$ cat config.mk
export PLATFORM = sky130hd
export DESIGN_NAME = mem_io_bridge
export DESIGN_NICKNAME = d
export VERILOG_FILES = /design/src/rtl/mem_io_bridge.sv
export SDC_FILE = /design/constraint.sdc
export NUM_CORES = 1
export LEC_CHECK = 0
export BUFFER_PORTS_ARGS = -buffer_cell sky130_fd_sc_hd__buf_4
export CORE_MARGIN = 3
export CORE_UTILIZATION = 57
export DETAILED_ROUTE_END_ITERATION = 8
export GPL_ROUTABILITY_DRIVEN = 1
export PLACE_DENSITY = 0.84
export SETUP_SLACK_MARGIN = 0.4
export SYNTH_ARGS = -nofsm -noshare
export SYNTH_HDL_FRONTEND = slang
export SYNTH_SLANG_ARGS = --single-unit
$ cat constraint.sdc
create_clock -name CLK -period 7.63 [get_ports CLK]
set_clock_uncertainty 0.2 [all_clocks]
set_input_delay 0.763 -clock CLK [delete_from_list [all_inputs] [get_ports CLK]]
set_output_delay 0.763 -clock CLK [all_outputs]
set_load 0.005 [all_outputs]
$ cat src/rtl/mem_io_bridge.sv
// mem_io_bridge: memory-side stage behind the 16-bit multicycle datapath.
// Routes load/store requests to an external synchronous block RAM or to a
// small I/O page (switches, LED register, transmit FIFO). A req/ready
// handshake lets the datapath stall on RAM reads and on pushes to a full FIFO.
//
// state  | meaning
// -------+-----------------------------------------------------------------
// IDLE   | waiting for MemRead/MemWrite; request latched on leaving
// ACCESS | RAM address/write strobe presented, or I/O read/write performed;
//        | held here while a FIFO push waits for room
// RDWAIT | RAM read data arrives; captured into MemOut
// RESP   | MemReady pulse; requests are not sampled
module mem_io_bridge #(
    parameter int RAM_AW     = 10,
    parameter int FIFO_DEPTH = 4,
    parameter int CNT_W      = 4
) (
    input  logic              CLK,
    input  logic              Reset,
    input  logic              MemRead,
    input  logic              MemWrite,
    input  logic [15:0]       Addr,
    input  logic [15:0]       WriteData,
    output logic [15:0]       MemOut,
    output logic              MemReady,
    output logic [RAM_AW-1:0] RamAddr,
    output logic              RamWE,
    output logic [15:0]       RamDin,
    input  logic [15:0]       RamDout,
    input  logic [15:0]       Switches,
    output logic [15:0]       LedOut,
    output logic [15:0]       TxData,
    output logic              TxValid,
    input  logic              TxAck,
    output logic [CNT_W-1:0]  TxCount
);

    localparam int PTR_W = $clog2(FIFO_DEPTH);

    typedef enum logic [1:0] {IDLE, ACCESS, RDWAIT, RESP} state_t;

    state_t           state;
    state_t           state_nxt;
    logic             op_wr;
    logic [15:0]      addr_q;
    logic [15:0]      sw_meta;
    logic [15:0]      sw_sync;
    logic [15:0]      fifo_mem [FIFO_DEPTH];
    logic [PTR_W-1:0] wr_ptr;
    logic [PTR_W-1:0] rd_ptr;
    logic             is_io;
    logic             fifo_full;
    logic             fifo_empty;
    logic             pop;
    logic             push_req;
    logic             push;
    logic [15:0]      io_rdata;

    assign is_io      = (addr_q[15:8] == 8'hFF);
    assign fifo_full  = (TxCount == CNT_W'(FIFO_DEPTH));
    assign fifo_empty = (TxCount == '0);
    assign pop        = TxAck && !fifo_empty;
    assign push_req   = (state == ACCESS) && op_wr && (addr_q == 16'hFF02);
    // a push into a full FIFO still goes through if the head leaves this cycle
    assign push       = push_req && (!fifo_full || pop);
    assign TxData     = fifo_mem[rd_ptr];
    assign TxValid    = !fifo_empty;

    // state register
    always_ff @(posedge CLK) begin
        if (Reset) state <= IDLE;
        else       state <= state_nxt;
    end

    // next-state decode plus the single-cycle strobes
    always_comb begin
        state_nxt = state;
        MemReady  = 1'b0;
        RamWE     = 1'b0;
        case (state)
            IDLE: begin
                if (MemRead || MemWrite) state_nxt = ACCESS;
            end
            ACCESS: begin
                if (!is_io) begin
                    RamWE     = op_wr;
                    state_nxt = op_wr ? RESP : RDWAIT;
                end else if (push_req && !push) begin
                    state_nxt = ACCESS;
                end else begin
                    state_nxt = RESP;
                end
            end
            RDWAIT: state_nxt = RESP;
            RESP: begin
                MemReady  = 1'b1;
                state_nxt = IDLE;
            end
            default: state_nxt = IDLE;
        endcase
        // an access interrupted by reset must not complete or write
        if (Reset) begin
            MemReady = 1'b0;
            RamWE    = 1'b0;
        end
    end

    // request latch; RamDin doubles as the latched store data for I/O writes
    always_ff @(posedge CLK) begin
        if (Reset) begin
            op_wr   <= 1'b0;
            addr_q  <= '0;
            RamAddr <= '0;
            RamDin  <= '0;
        end else if ((state == IDLE) && (MemRead || MemWrite)) begin
            op_wr   <= MemWrite;
            addr_q  <= Addr;
            RamAddr <= Addr[RAM_AW-1:0];
            RamDin  <= WriteData;
        end
    end

    // I/O page read mux
    always_comb begin
        io_rdata = '0;
        case (addr_q)
            16'hFF00: io_rdata = sw_sync;
            16'hFF01: io_rdata = LedOut;
            16'hFF02: io_rdata = {14'b0, fifo_full, fifo_empty};
            16'hFF03: io_rdata = {{(16-CNT_W){1'b0}}, TxCount};
            default:  io_rdata = '0;
        endcase
    end

    // load data capture and LED register
    always_ff @(posedge CLK) begin
        if (Reset) begin
            MemOut <= '0;
            LedOut <= '0;
        end else begin
            if ((state == ACCESS) && is_io && !op_wr) MemOut <= io_rdata;
            if (state == RDWAIT)                      MemOut <= RamDout;
            if ((state == ACCESS) && op_wr && (addr_q == 16'hFF01)) LedOut <= RamDin;
        end
    end

    // two-flop switch synchronizer, free running
    always_ff @(posedge CLK) begin
        if (Reset) begin
            sw_meta <= '0;
            sw_sync <= '0;
        end else begin
            sw_meta <= Switches;
            sw_sync <= sw_meta;
        end
    end

    // FIFO storage, no reset needed since TxValid masks stale entries
    always_ff @(posedge CLK) begin
        if (push) fifo_mem[wr_ptr] <= RamDin;
    end

    // FIFO pointers and occupancy
    always_ff @(posedge CLK) begin
        if (Reset) begin
            wr_ptr  <= '0;
            rd_ptr  <= '0;
            TxCount <= '0;
        end else begin
            if (push) wr_ptr <= wr_ptr + PTR_W'(1);
            if (pop)  rd_ptr <= rd_ptr + PTR_W'(1);
            case ({push, pop})
                2'b10:   TxCount <= TxCount + CNT_W'(1);
                2'b01:   TxCount <= TxCount - CNT_W'(1);
                default: TxCount <= TxCount;
            endcase
        end
    end

endmodule

# After elaboration in Yosys (flattened, before gate mapping)
# Memories as Yosys holds them, arrays and structs flattened. A register that Yosys moved wholly into a read port is not among the register bits.
# Index checks and enable logic that the tools add are counted.
# word_totals
register_bits	117
mem_bits_rw	64
out_inout_bits	81
n_memories	1
# memory_table
name	depth	word_bits	rd	rd_clocked_by_memory_dff	wr	line	text
fifo_mem	4	16	1	1	1	48	logic [15:0] fifo_mem [FIFO_DEPTH];
# op_classes
add_sub_neg	4
n_eq_ne	12
n_mux	18
n_reduce_logical	19
# ops
operator	n
$eq 16x16->1 const B	4
$pmux 16 s4	1
$mux 16	2
$mux 2	5
$logic_and 1x1->1	9
$eq 8x8->1 const B	1
$mux 1	8
$pmux 2 s4	1
$pmux 4 s2	1
$eq 2x2->1 const B	3
$add 2x1->2 const B	2
$add 4x1->4 const B	1
$eq 2x1->1 const B	2
$eq 4x3->1 const B	1
$logic_not 1->1	4
$logic_not 4->1	1
$reduce_bool 2->1	2
$sub 4x1->4 const B	1
$logic_not 2->1	1
$logic_or 1x1->1	2
$ne 2x2->1 const B	1

# Longest topological paths before layout
# Gate-level depths: netlist of the first run.
# logic_depth
ltp_word	10
mapped_depth	10

# Worst setup path before layout of the first run
# OpenSTA, ideal clock, no wires.
# synth_path
path_kind	register -> output
start	register with a tool-made name
end	output port TxData[10]
arrival_ns	1.789
required_time_ns	6.667
slack_ns	4.878
stages_incl_launch_ff	4
path_buffers	2
path_cell_list	dfxtp_1 clkbuf_1 buf_1 mux4_2
# synth_lines
element	line	text
end: declaration	32	output logic [15:0] TxData,

==> summary.txt, run 1 <==
Route
  • DR pass1 iterations: 7
  • Wire per inst: 17.9 um
  • Detailed router's first-iteration violation count: 412
  • DR vias/cell: 5.58
  • ANT nets after route: 0
  • Routed via count: 4531
  • Residual DRC: 0
  • Routed WL: 14.5 mm

Worst hold path
  • Hold Crit Start: sw_meta[10]
  • Tightest Hold Check Type: flip-flop to flip-flop

Global route
  • Largest net degree at the start of global routing: 115
  • Total grt overflow: 0
  • First-pass GRT wire length: 23.0 mm
  • Grt met3 use: 6.68%
  • Vias in the first global route: 4437
  • Global-route usage over all layers: 23.3%
  • Met2 global-route usage: 35.4%
  • Most Crowded Layer GR: met2
  • Antenna violations before repair: 0
  • Met1 usage: 32.2%

Timing
  • Worst slew pin tran: 1.31 ns
  • Relative slew slack: 12.9%
  • Post-route minimum period: 3.17 ns
  • FMAX: 315 MHz
  • Final Max Slew Viols: 0
  • Post-route setup TNS: 0 ns
  • Fin crit share: 41.6%
  • Final setup vio count: 0
  • RSZ-0062 raised after global routing: false
  • Hold Vio Cnt, Final: 0

Run
  • Max_cap viols: 0

Layout
  • Final net count: 733
  • Inserted Diodes: 0
  • Register area: 0.00410 sq mm
  • Area of the multi-input gates: 0.00219 sq mm
  • Fill cells: 742
  • Non-Filler Instances: 812
  • Share of layout cells above drive strength 1: 33.5%
  • Syn-to-layout area delta: 26.2%

Yosys
  • Syn Area/Cell: 12.3 sq um
  • Top FF cell, synth: dfxtp_1
  • Share of the synthesized area in the top cell type: 33.4%
  • Post-synth top cells: dfxtp_1 (109), nand2_1 (70), edfxtp_1 (64)
  • Yosys warns: 0
  • Area leader, netlist: dfxtp_1
  • Cells after Synth: 530
  • Distinct cells, synth: 45
  • Yosys reg bits: 173
  • Async SR Flop Fraction: 0%
  • Most frequent cell after synthesis: dfxtp_1
  • Ranking of synthesized cells by area: dfxtp_1 (33%), edfxtp_1 (29%), mux4_2 (6.2%)
  • Register area share after synthesis: 62.9%
  • Synthesized net count: 604
  • Synth Cell Area: 0.00653 sq mm
  • EDFF count, synth: 64

Floorplanning
  • Die X: 113 um
  • IO Pins: 150
  • Rows: 38
  • CORE AREA: 0.0110 sq mm
  • Starting Density: 59.2%
  • Chip height: 113 um
  • Die Footprint: 0.0128 sq mm

Clocking
  • Clock Tree Buf Depth: 2
  • CTS sink cnt: 173
  • Num CTS Buffers: 17
  • H-tree levels: 4
  • Root buf cell: clkbuf_16
  • Hold_buf cts: 0
  • Post-cts sizing count: 0
  • Reg clk slew, reported paths: 0.07 ns
  • Clock Latency Late Sink: 0.42 ns
  • TritonCTS clock tree: built
  • Postcts setup bufs: 0

Critical path
  • Data arrival, critical path: 2.21 ns
  • Critical path's slowest cell: dfxtp_1
  • CP Cell Sequence: mux4_2 > buf_4
  • Startpoint types: flip-flop
  • Critical path capture point type: output pin
  • Worst EP required: 6.67 ns
  • Crit Path Class: flip-flop to output pin
  • Worst flop-to-flop path startpoint: RamAddr[2]
  • Worst-path maximum fanout: 16
  • Crit path largest cell delay: 1.00 ns

Power
  • Power Density: 248 mW/mm^2
  • Flop pwr share: 49.7%
  • Sw frac: 22.4%
  • Comb power frac: 7.0%
  • Clock power frac: 43.3%
  • Internal Dissipation: 1.59 mW
  • Peak VDD IR: 148 uV
  • Switching power total: 459 uW
  • Leakage power: 3.27 nW

Placement
  • GPL Wtd Cong: 0.816
  • HPWL Detailed: 9.91 mm
  • Placed cells: 780
  • Port bufs: 149

Outcome
  • Outcome: finished clean
path summary, 6_finish.rpt:
kind         slack (ns)           to  depth (start not counted)
min                0.24  sw_sync[10]                          1
max reg2reg        4.60   TxCount[2]                          8
min reg2reg        0.24  sw_sync[10]                          1
max                4.46   TxData[13]                          2
flip-flops by register name, indices dropped and copies added (netlist names), named ones only:
| signal | count |
|---|---|
| LedOut | 16 |
| MemOut | 16 |
| RamAddr | 9 |
| RamDin | 16 |
| TxCount | 4 |
| addr_q | 7 |
| fifo_mem | 64 |
| op_wr | 1 |
| rd_ptr | 2 |
| state | 1 |
| sw_meta | 16 |
| sw_sync | 16 |
| wr_ptr | 2 |
critical path, delay by kind of cell (launching register included):
kind,cells,cell delay [ns]
buf+inv,1,0.15
flops,1,1.00
mux,1,0.63
power groups by stage:
stage	clock network (mW)	registers [mW]	logic [mW]
after detailed placement	0	1.04	0.144
after CTS	0.894	1.02	0.144
after floorplan	0	1.03	0.0812
after global placement	0	1.03	0.139
final	0.884	1.02	0.144
after global routing	0.935	1.02	0.158
cell type report:
class                   count  share of cell area [%]
repair buffers            152                    13.9
clock inverters            14                    2.23
inverters                   3                   0.137
clock buffers              18                    5.21
multi-input cells         312                    26.6
well taps                 140                    2.13
flip-flops and latches    173                    49.8
per-layer routing:
layer	vias to the layer above	routed length (um)
met5	-	0
met4	0	276
met3	27	1100
met2	203	6800
met1	2171	6370
li1	2130	-
layout by cell type (no fill, tap or decap), types with 3 or more instances in the layout:
cell type,instances
nand4_1,3
xor2_1,3
a22oi_1,4
nor3_1,3
o21ai_0,5
nor2_1,42
buf_4,152
edfxtp_1,64
nor2b_1,38
bufinv_16,3
nand2_1,70
dfxtp_1,109
inv_1,3
ha_1,5
mux4_2,18
mux2_2,14
inv_6,3
clkbuf_16,17
a222oi_1,13
mux2i_1,20
nand3_1,4
and2_1,5
a21oi_1,40
per-stage QoR:
stage | worst slack, ns | utilization [%] | area [sq um] | power [mW] | hold slack [ns]
global route | 4.27 | 74.7 | 8240 | 2.11 | 0.254
CTS | 4.37 | 74.7 | 8240 | 2.05 | 0.240
detailed placement | 4.74 | 69.1 | 7620 | 1.18 | 0.224
global placement | 4.77 | 69.1 | 7620 | 1.17 | 0.218
floorplan | 4.88 | - | 6530 | 1.11 | 0.214
finish | 4.46 | 74.7 | 8240 | 2.04 | 0.237
cell families after synthesis:
logic type	share of synthesized area, %
xor+xnor	0.537
fa+ha+maj	0.958
buf+inv	3.58
compound gates	6.33
mux	11.7
simple gates	14.0
flops	62.9
Note: power is estimated with default switching activity, not from simulation.
==> run 2, diff against run 1 <==
--- a/config.mk
+++ b/config.mk
@@ -7,10 +7,10 @@
 export LEC_CHECK = 0
 export BUFFER_PORTS_ARGS = -buffer_cell sky130_fd_sc_hd__buf_4
 export CORE_MARGIN = 3
-export CORE_UTILIZATION = 57
+export CORE_UTILIZATION = 53
 export DETAILED_ROUTE_END_ITERATION = 8
 export GPL_ROUTABILITY_DRIVEN = 1
-export PLACE_DENSITY = 0.84
+export PLACE_DENSITY = 0.79
 export SETUP_SLACK_MARGIN = 0.4
 export SYNTH_ARGS = -nofsm -noshare
 export SYNTH_HDL_FRONTEND = slang
==> constraint.sdc (replaced) <==
create_clock -name CLK -period 3.2 [get_ports CLK]
set_clock_uncertainty 0.2 [all_clocks]
set_input_delay 0.32 -clock CLK [delete_from_list [all_inputs] [get_ports CLK]]
set_output_delay 0.32 -clock CLK [all_outputs]
set_load 0.005 [all_outputs]
==> summary.txt, run 2 (synthesized netlist as in run 1, its figures left out) <==
Route
  • ANT nets after route: 0 (unchanged)
  • DR vias/cell: 5.38 (-3.5%)
  • DR pass1 iterations: 6 (-1)
  • Routed WL: 15.8 mm (+8.9%)
  • Wire per inst: 17.8 um (-0.54%)
  • Detailed router's first-iteration violation count: 369 (-10%)
  • Residual DRC: 0 (unchanged)
  • Routed via count: 4786 (+5.6%)

Global route
  • Total grt overflow: 0 (unchanged)
  • Largest net degree at the start of global routing: 69 (-40%)
  • Global-route usage over all layers: 23.8% (+0.52 points)
  • Antenna violations before repair: 0 (unchanged)
  • First-pass GRT wire length: 24.4 mm (+6.5%)
  • Vias in the first global route: 4854 (+9.4%)

Timing
  • Post-route minimum period: 2.69 ns
  • FMAX: 372 MHz
  • Worst Hold Slack: 0.00431 ns (-0.233 ns)
  • Fin crit share: 84.1%
  • Final setup vio count: 0 (unchanged)
  • Hold Vio Cnt, Final: 0 (unchanged)
  • Worst slew pin tran: 0.864 ns (-0.442 ns)
  • Relative slew slack: 42.4% (+29 points)
  • Post-route setup TNS: 0 ns (unchanged)
  • RSZ-0062 raised after global routing: false
  • Post-route setup slack: 0.510 ns (-3.95 ns)
  • Final Max Slew Viols: 0 (unchanged)

Floorplanning
  • Rows: 39 (+2.6%)
  • Die X: 117 um (+3.5%)
  • Chip height: 117 um (+3.5%)
  • IO Pins: 150 (unchanged)
  • Die Footprint: 0.0137 sq mm (+7.1%)
  • CORE AREA: 0.0117 sq mm (+6.2%)
  • Starting Density: 55.7% (-3.4 points)

Layout
  • Fin util: 75.7% (+1.1 points)
  • Non-Filler Instances: 889 (+9.5%)
  • Top reg by flops: fifo_mem
  • Fill cells: 714 (-3.8%)
  • Most common cell after layout, fill and taps aside: buf_4
  • Syn-to-layout area delta: 35.9%
  • Final non-filler cell area: 0.00887 sq mm (+7.7%)
  • Inserted Diodes: 0 (unchanged)
  • Final net count: 807 (+10%)
  • Number of flip-flops in the largest register: 64 (unchanged)
  • Most frequent cells in the layout: buf_4 (164), dfxtp_1 (109), nand2_1 (70), edfxtp_1 (64), dlygate4sd3_1 (62)
  • Share of layout cells above drive strength 1: 31.6% (-1.8 points)

Outcome
  • Outcome: finished clean

Critical path
  • Worst EP required: 3.31 ns (-3.36 ns)
  • Crit path buf inv count: 0 (-1)
  • CP Cell Sequence: or4_4 > nor4_4 > a21oi_2 > xor2_1 > ha_1 > a2111oi_1 > a31oi_1 > mux2_2
  • Crit path largest cell delay: 0.56 ns (-0.44 ns)
  • R2r worst-path depth: 8 (unchanged)
  • Startpoint types: flip-flop
  • Data arrival, critical path: 2.80 ns (+0.59 ns)
  • Worst-path maximum fanout: 3 (-13)
  • Critical path's slowest cell: or4_4
  • Cell family with most CP delay: simple AND/OR/NAND/NOR gates
  • Crit. path cell count: 8 (+6)
  • Crit Path Class: flip-flop to flip-flop
  • Critical path capture point type: flip-flop

Placement
  • HPWL Detailed: 10.1 mm (+1.8%)
  • Placed cells: 793 (+1.7%)
  • Pre-CTS setup slack: 0.338 ns (-4.40 ns)
  • Port bufs: 149 (unchanged)
  • GPL Wtd Cong: 0.816 (about the same)
  • DP Area: 0.00770 sq mm (+1.0%)

Worst hold path
  • WHS Path Cells: 3 (+2)
  • Tightest Hold Check Type: input port to flip-flop

Clocking
  • Reg clk slew, reported paths: 0.06 ns (about the same)
  • Clock Tree Buf Depth: 2 (unchanged)
  • CTS sink cnt: 173 (unchanged)
  • TritonCTS clock tree: built
  • Root buf cell: clkbuf_16
  • H-tree levels: 4 (unchanged)
  • Clock Latency Late Sink: 0.42 ns (about the same)
  • Num CTS Buffers: 17 (unchanged)

Power
  • Peak VDD IR: 354 uV (+140%)
  • Power Density: 525 mW/mm^2 (+110%)
  • Final Power: 4.66 mW (+130%)
  • Leakage power: 3.55 nW (+8.5%)

Run
  • Max_cap viols: 0 (unchanged)
## run 2: cell type report
type | instances | area [sq um] | area share (%)
clock buffers | 18 | 429 | 4.84
clock inverters | 14 | 96.3 | 1.09
inverters | 3 | 11.3 | 0.127
multi-input cells | 312 | 2200 | 24.8
flip-flops and latches | 173 | 4100 | 46.3
well taps | 143 | 179 | 2.02
repair buffers | 226 | 1850 | 20.9
## run 2: worst min-delay path, stage by stage
cell,delay (ns)
buf_4,0.08
a222oi_1,0.07
nor2_1,0.11
## run 2: power by group
group | switching [mW] | internal, mW | total (mW)
clock network | 0.825 | 0.988 | 1.81
logic | 0.191 | 0.234 | 0.425
registers | 0.0638 | 2.36 | 2.42
## run 2: what timing repair did
item                                    in CTS  in global routing
gates resized for setup                      0                  2
pin swaps                                    1                  1
hold buffers                                62                  0
buffers inserted                             1                  1
endpoints found under the setup margin       1                  1
endpoints found under the hold margin       62                  0
## run 2: final timing paths
check,start,slack (ns),end
worst min-delay path,RamDout[9],0.004,MemOut[9]
worst min register to register,sw_meta[14],0.23,sw_sync[14]
worst max-delay path,RamAddr[2],0.51,TxCount[2]
worst max register to register,RamAddr[2],0.51,TxCount[2]
## run 2: routing by layer
metal / wire, um / vias up / track usage (%)
met5: 0 / - / 0
met4: 340 / 0 / 9.56
met3: 1060 / 32 / 6.07
met2: 7870 / 203 / 39.6
met1: 6560 / 2273 / 30.0
li1: - / 2278 / -
==> run 3, diff against run 2 <==
--- a/config.mk
+++ b/config.mk
@@ -5,12 +5,13 @@
 export SDC_FILE = /design/constraint.sdc
 export NUM_CORES = 1
 export LEC_CHECK = 0
+export ABC_AREA = 1
 export BUFFER_PORTS_ARGS = -buffer_cell sky130_fd_sc_hd__buf_4
 export CORE_MARGIN = 3
-export CORE_UTILIZATION = 53
+export CORE_UTILIZATION = 49
 export DETAILED_ROUTE_END_ITERATION = 8
 export GPL_ROUTABILITY_DRIVEN = 1
-export PLACE_DENSITY = 0.79
+export PLACE_DENSITY = 0.76
 export SETUP_SLACK_MARGIN = 0.4
 export SYNTH_ARGS = -nofsm -noshare
 export SYNTH_HDL_FRONTEND = slang
==> constraint.sdc (replaced) <==
create_clock -name CLK -period 2.3 [get_ports CLK]
set_clock_uncertainty 0.2 [all_clocks]
set_input_delay 0.23 -clock CLK [delete_from_list [all_inputs] [get_ports CLK]]
set_output_delay 0.23 -clock CLK [all_outputs]
set_load 0.005 [all_outputs]
==> summary.txt, run 3 <==
Timing
  • Worst slew pin tran: 0.599 ns (-0.264 ns)
  • Fin crit share: 86.7% (+2.7 points)
  • RSZ-0062 raised after global routing: true
  • Relative slew slack: 59.9% (+17 points)
  • FMAX: 501 MHz (+35%)
  • Post-route minimum period: 1.99 ns (-0.695 ns)
  • Final Max Slew Viols: 0 (unchanged)
  • Final setup vio count: 0 (unchanged)
  • Hold Vio Cnt, Final: 0 (unchanged)
  • Post-route setup TNS: 0 ns (unchanged)

Floorplanning
  • Die X: 125 um (+7.0%)
  • Rows: 42 (+7.7%)
  • IO Pins: 150 (unchanged)
  • Starting Density: 51.3% (-4.4 points)
  • Die Footprint: 0.0157 sq mm (+14%)
  • CORE AREA: 0.0136 sq mm (+16%)
  • Chip height: 125 um (+7.0%)

Layout
  • Fin util: 76.2% (+0.50 points)
  • Inserted Diodes: 0 (unchanged)
  • Final non-filler cell area: 0.0103 sq mm (+17%)
  • Non-Filler Instances: 1208 (+36%)
  • Number of flip-flops in the largest register: 64 (unchanged)
  • Final net count: 1094 (+36%)
  • Syn-to-layout area delta: 48.6%
  • Most frequent cells in the layout: buf_4 (169), nor2_1 (120), nand2_1 (104), dfxtp_1 (92), dlygate4sd3_1 (72)
  • Top reg by flops: fifo_mem
  • Most common cell after layout, fill and taps aside: buf_4
  • Share of layout cells above drive strength 1: 33.1% (+1.5 points)

Yosys
  • Async SR Flop Fraction: 0% (unchanged)
  • Yosys reg bits: 173 (unchanged)
  • Distinct cells, synth: 31 (-31%)
  • Synth Cell Area: 0.00695 sq mm (+6.5%)
  • Register area share after synthesis: 59.0% (-3.9 points)
  • Syn Area/Cell: 8.96 sq um (-27%)
  • Yosys warns: 0 (unchanged)
  • Area leader, netlist: dfxtp_1
  • Ranking of synthesized cells by area: dfxtp_1 (31%), edfxtp_1 (28%), nor2_1 (7.5%)
  • Share of the synthesized area in the top cell type: 31.4% (-2.1 points)
  • Most frequent cell after synthesis: nor2_1
  • Synthesized net count: 850 (+41%)
  • Cells after Synth: 776 (+46%)
  • Top FF cell, synth: dfxtp_1
  • Post-synth top cells: nor2_1 (139), nand2_1 (114), dfxtp_1 (109)
  • EDFF count, synth: 64 (unchanged)

Route
  • Routed WL: 21.6 mm (+37%)
  • Residual DRC: 0 (unchanged)
  • ANT nets after route: 0 (unchanged)
  • Detailed router's first-iteration violation count: 644 (+75%)
  • DR vias/cell: 5.32 (-1.1%)
  • DR pass1 iterations: 5 (-1)
  • Routed via count: 6432 (+34%)
  • Wire per inst: 17.9 um (+0.52%)

Global route
  • Antenna violations before repair: 0 (unchanged)
  • Global-route usage over all layers: 24.0% (+0.14 points)
  • Largest net degree at the start of global routing: 47 (-32%)
  • First-pass GRT wire length: 29.8 mm (+22%)
  • Total grt overflow: 0 (unchanged)
  • Vias in the first global route: 5891 (+21%)

Placement
  • HPWL Detailed: 11.7 mm (+16%)
  • GPL Wtd Cong: 0.821 (+0.53%)
  • Placed cells: 1075 (+36%)
  • Port bufs: 149 (unchanged)
  • DP Area: 0.00830 sq mm (+7.7%)

Power
  • Power Density: 825 mW/mm^2 (+57%)
  • Final Power: 8.53 mW (+83%)
  • Leakage power: 4.36 nW (+23%)
  • Peak VDD IR: 674 uV (+90%)

Critical path
  • Startpoint types: flip-flop
  • Crit path buf inv count: 4 (+4)
  • Critical path's slowest cell: dfxtp_4
  • Crit Path Class: flip-flop to flip-flop
  • Worst-path maximum fanout: 5 (+2)
  • CP Cell Sequence: inv_2 > nor2_1 > nand2_2 > nor2_4 > nand3_4 > nand2_4 > xor2_1 > inv_1 > ha_2 > inv_2 > nand2_2 > inv_1 > nand2_1 > nand2_1 > a21oi_2
  • R2r worst-path depth: 15 (+7)
  • Cell family with most CP delay: simple AND/OR/NAND/NOR gates
  • Flop2flop setup slack: 0.31 ns (-0.20 ns)
  • Crit path largest cell delay: 0.35 ns (-0.21 ns)
  • Crit path launch: RamAddr[1]
  • Worst flop-to-flop path startpoint: RamAddr[1]
  • Worst EP required: 2.44 ns (-0.87 ns)
  • Critical path capture point type: flip-flop
  • Data arrival, critical path: 2.13 ns (-0.67 ns)
  • Reg2reg end: TxCount[2]

Clocking
  • Reg clk slew, reported paths: 0.07 ns (about the same)
  • CTS sink cnt: 173 (unchanged)
  • H-tree levels: 4 (unchanged)
  • Clock Latency Late Sink: 0.45 ns (+0.03 ns)
  • Root buf cell: clkbuf_16
  • TritonCTS clock tree: built
  • Clock Tree Buf Depth: 2 (unchanged)
  • Num CTS Buffers: 17 (unchanged)

Worst hold path
  • Tightest Hold Check Type: input port to flip-flop
  • WHS Path Cells: 4 (+1)
  • Hold Crit Start: MemRead
  • WHS Endpoint: state[0]

Outcome
  • Outcome: finished clean

Run
  • Max_cap viols: 0 (unchanged)
-- run 3: cell types whose count changed in the layout (fill, tap and decap cells not counted), sizes merged, moves of 18 or more --
cell   delta
nor2    +102
inv      +78
o21ai    +69
nand2    +47
nand3    +44
nor2b    -38
buf      +28
mux2i    -20
mux4     -18
-- run 3: final cells by class --
class	instances	area, sq um
clock buffer	20	468
clock inverter	11	81.3
fill	827	3220
inverter	80	325
multi-input combinational	476	2610
sequential	173	4140
tap	176	220
timing repair buffer	270	2470
timing repair inverter	2	15.0
-- run 3: what timing repair did --
| item | CTS | global route |
|---|---|---|
| setup buffers | 12 | 6 |
| endpoints found under the setup margin | 101 | 132 |
| cloned | 1 | 11 |
| endpoints found under the hold margin | 73 | 0 |
| gates resized for setup | 29 | 126 |
| pin swaps | 7 | 29 |
| hold buffers | 72 | 0 |
-- run 3: power breakdown --
part / internal (mW) / switching, mW / leakage [nW]
Combinational: 1.07 / 1.16 / 2.60
Sequential: 3.37 / 0.227 / 1.49
Clock: 1.48 / 1.23 / 0.273
Total: 5.91 / 2.62 / 4.36
-- run 3: how the worst max path moves through the flow --
stage                      to  slack, ns  depth (start not counted)
2_1_floorplan  fifo_mem[0][0]       0.40                          8
3_3_place_gp   fifo_mem[0][8]       0.26                          8
3_5_place_dp   fifo_mem[0][9]       0.15                          8
4_1_cts            TxCount[2]       0.38                         15
5_1_grt            TxCount[2]       0.23                         14
6_report           TxCount[2]       0.31                         15
-- run 3: kinds of logic (layout without fill, tap and decap cells) --
group | Yosys count | after routing | share of synthesized area [%]
xor gates and xnor gates | 1 | 1 | 0.126
adders and majority gates | 5 | 5 | 0.900
DFF | 173 | 173 | 59.0
and+or+nand+nor | 318 | 318 | 19.1
AOI/OAI and AO/OA | 152 | 152 | 13.1
buffers and inverters | 127 | 383 | 7.75
-- run 3: metrics by stage --
stage | hold WS, ns | setup slack (ns)
2_1_floorplan | 0.137 | 0.404
3_3_place_gp | 0.190 | 0.257
3_5_place_dp | 0.193 | 0.153
4_1_cts | 0.0516 | 0.379
5_1_grt | 0.0807 | 0.234
6_report | 0.0864 | 0.305
-- run 3: per-layer routing --
layer | GRT usage [%] | share of wire, % | routed length (um)
met1 | 29.5 | 39 | 8380
met2 | 40.3 | 51 | 11100
met3 | 6.61 | 7.1 | 1540
met4 | 9.38 | 2.9 | 631
met5 | 0 | 0 | 0
-- run 3: tightest hold or removal path, cell delays in order --
cell and delay, ns:
buf_4 0.08, or2_2 0.14, nor3_1 0.05, a311oi_1 0.18
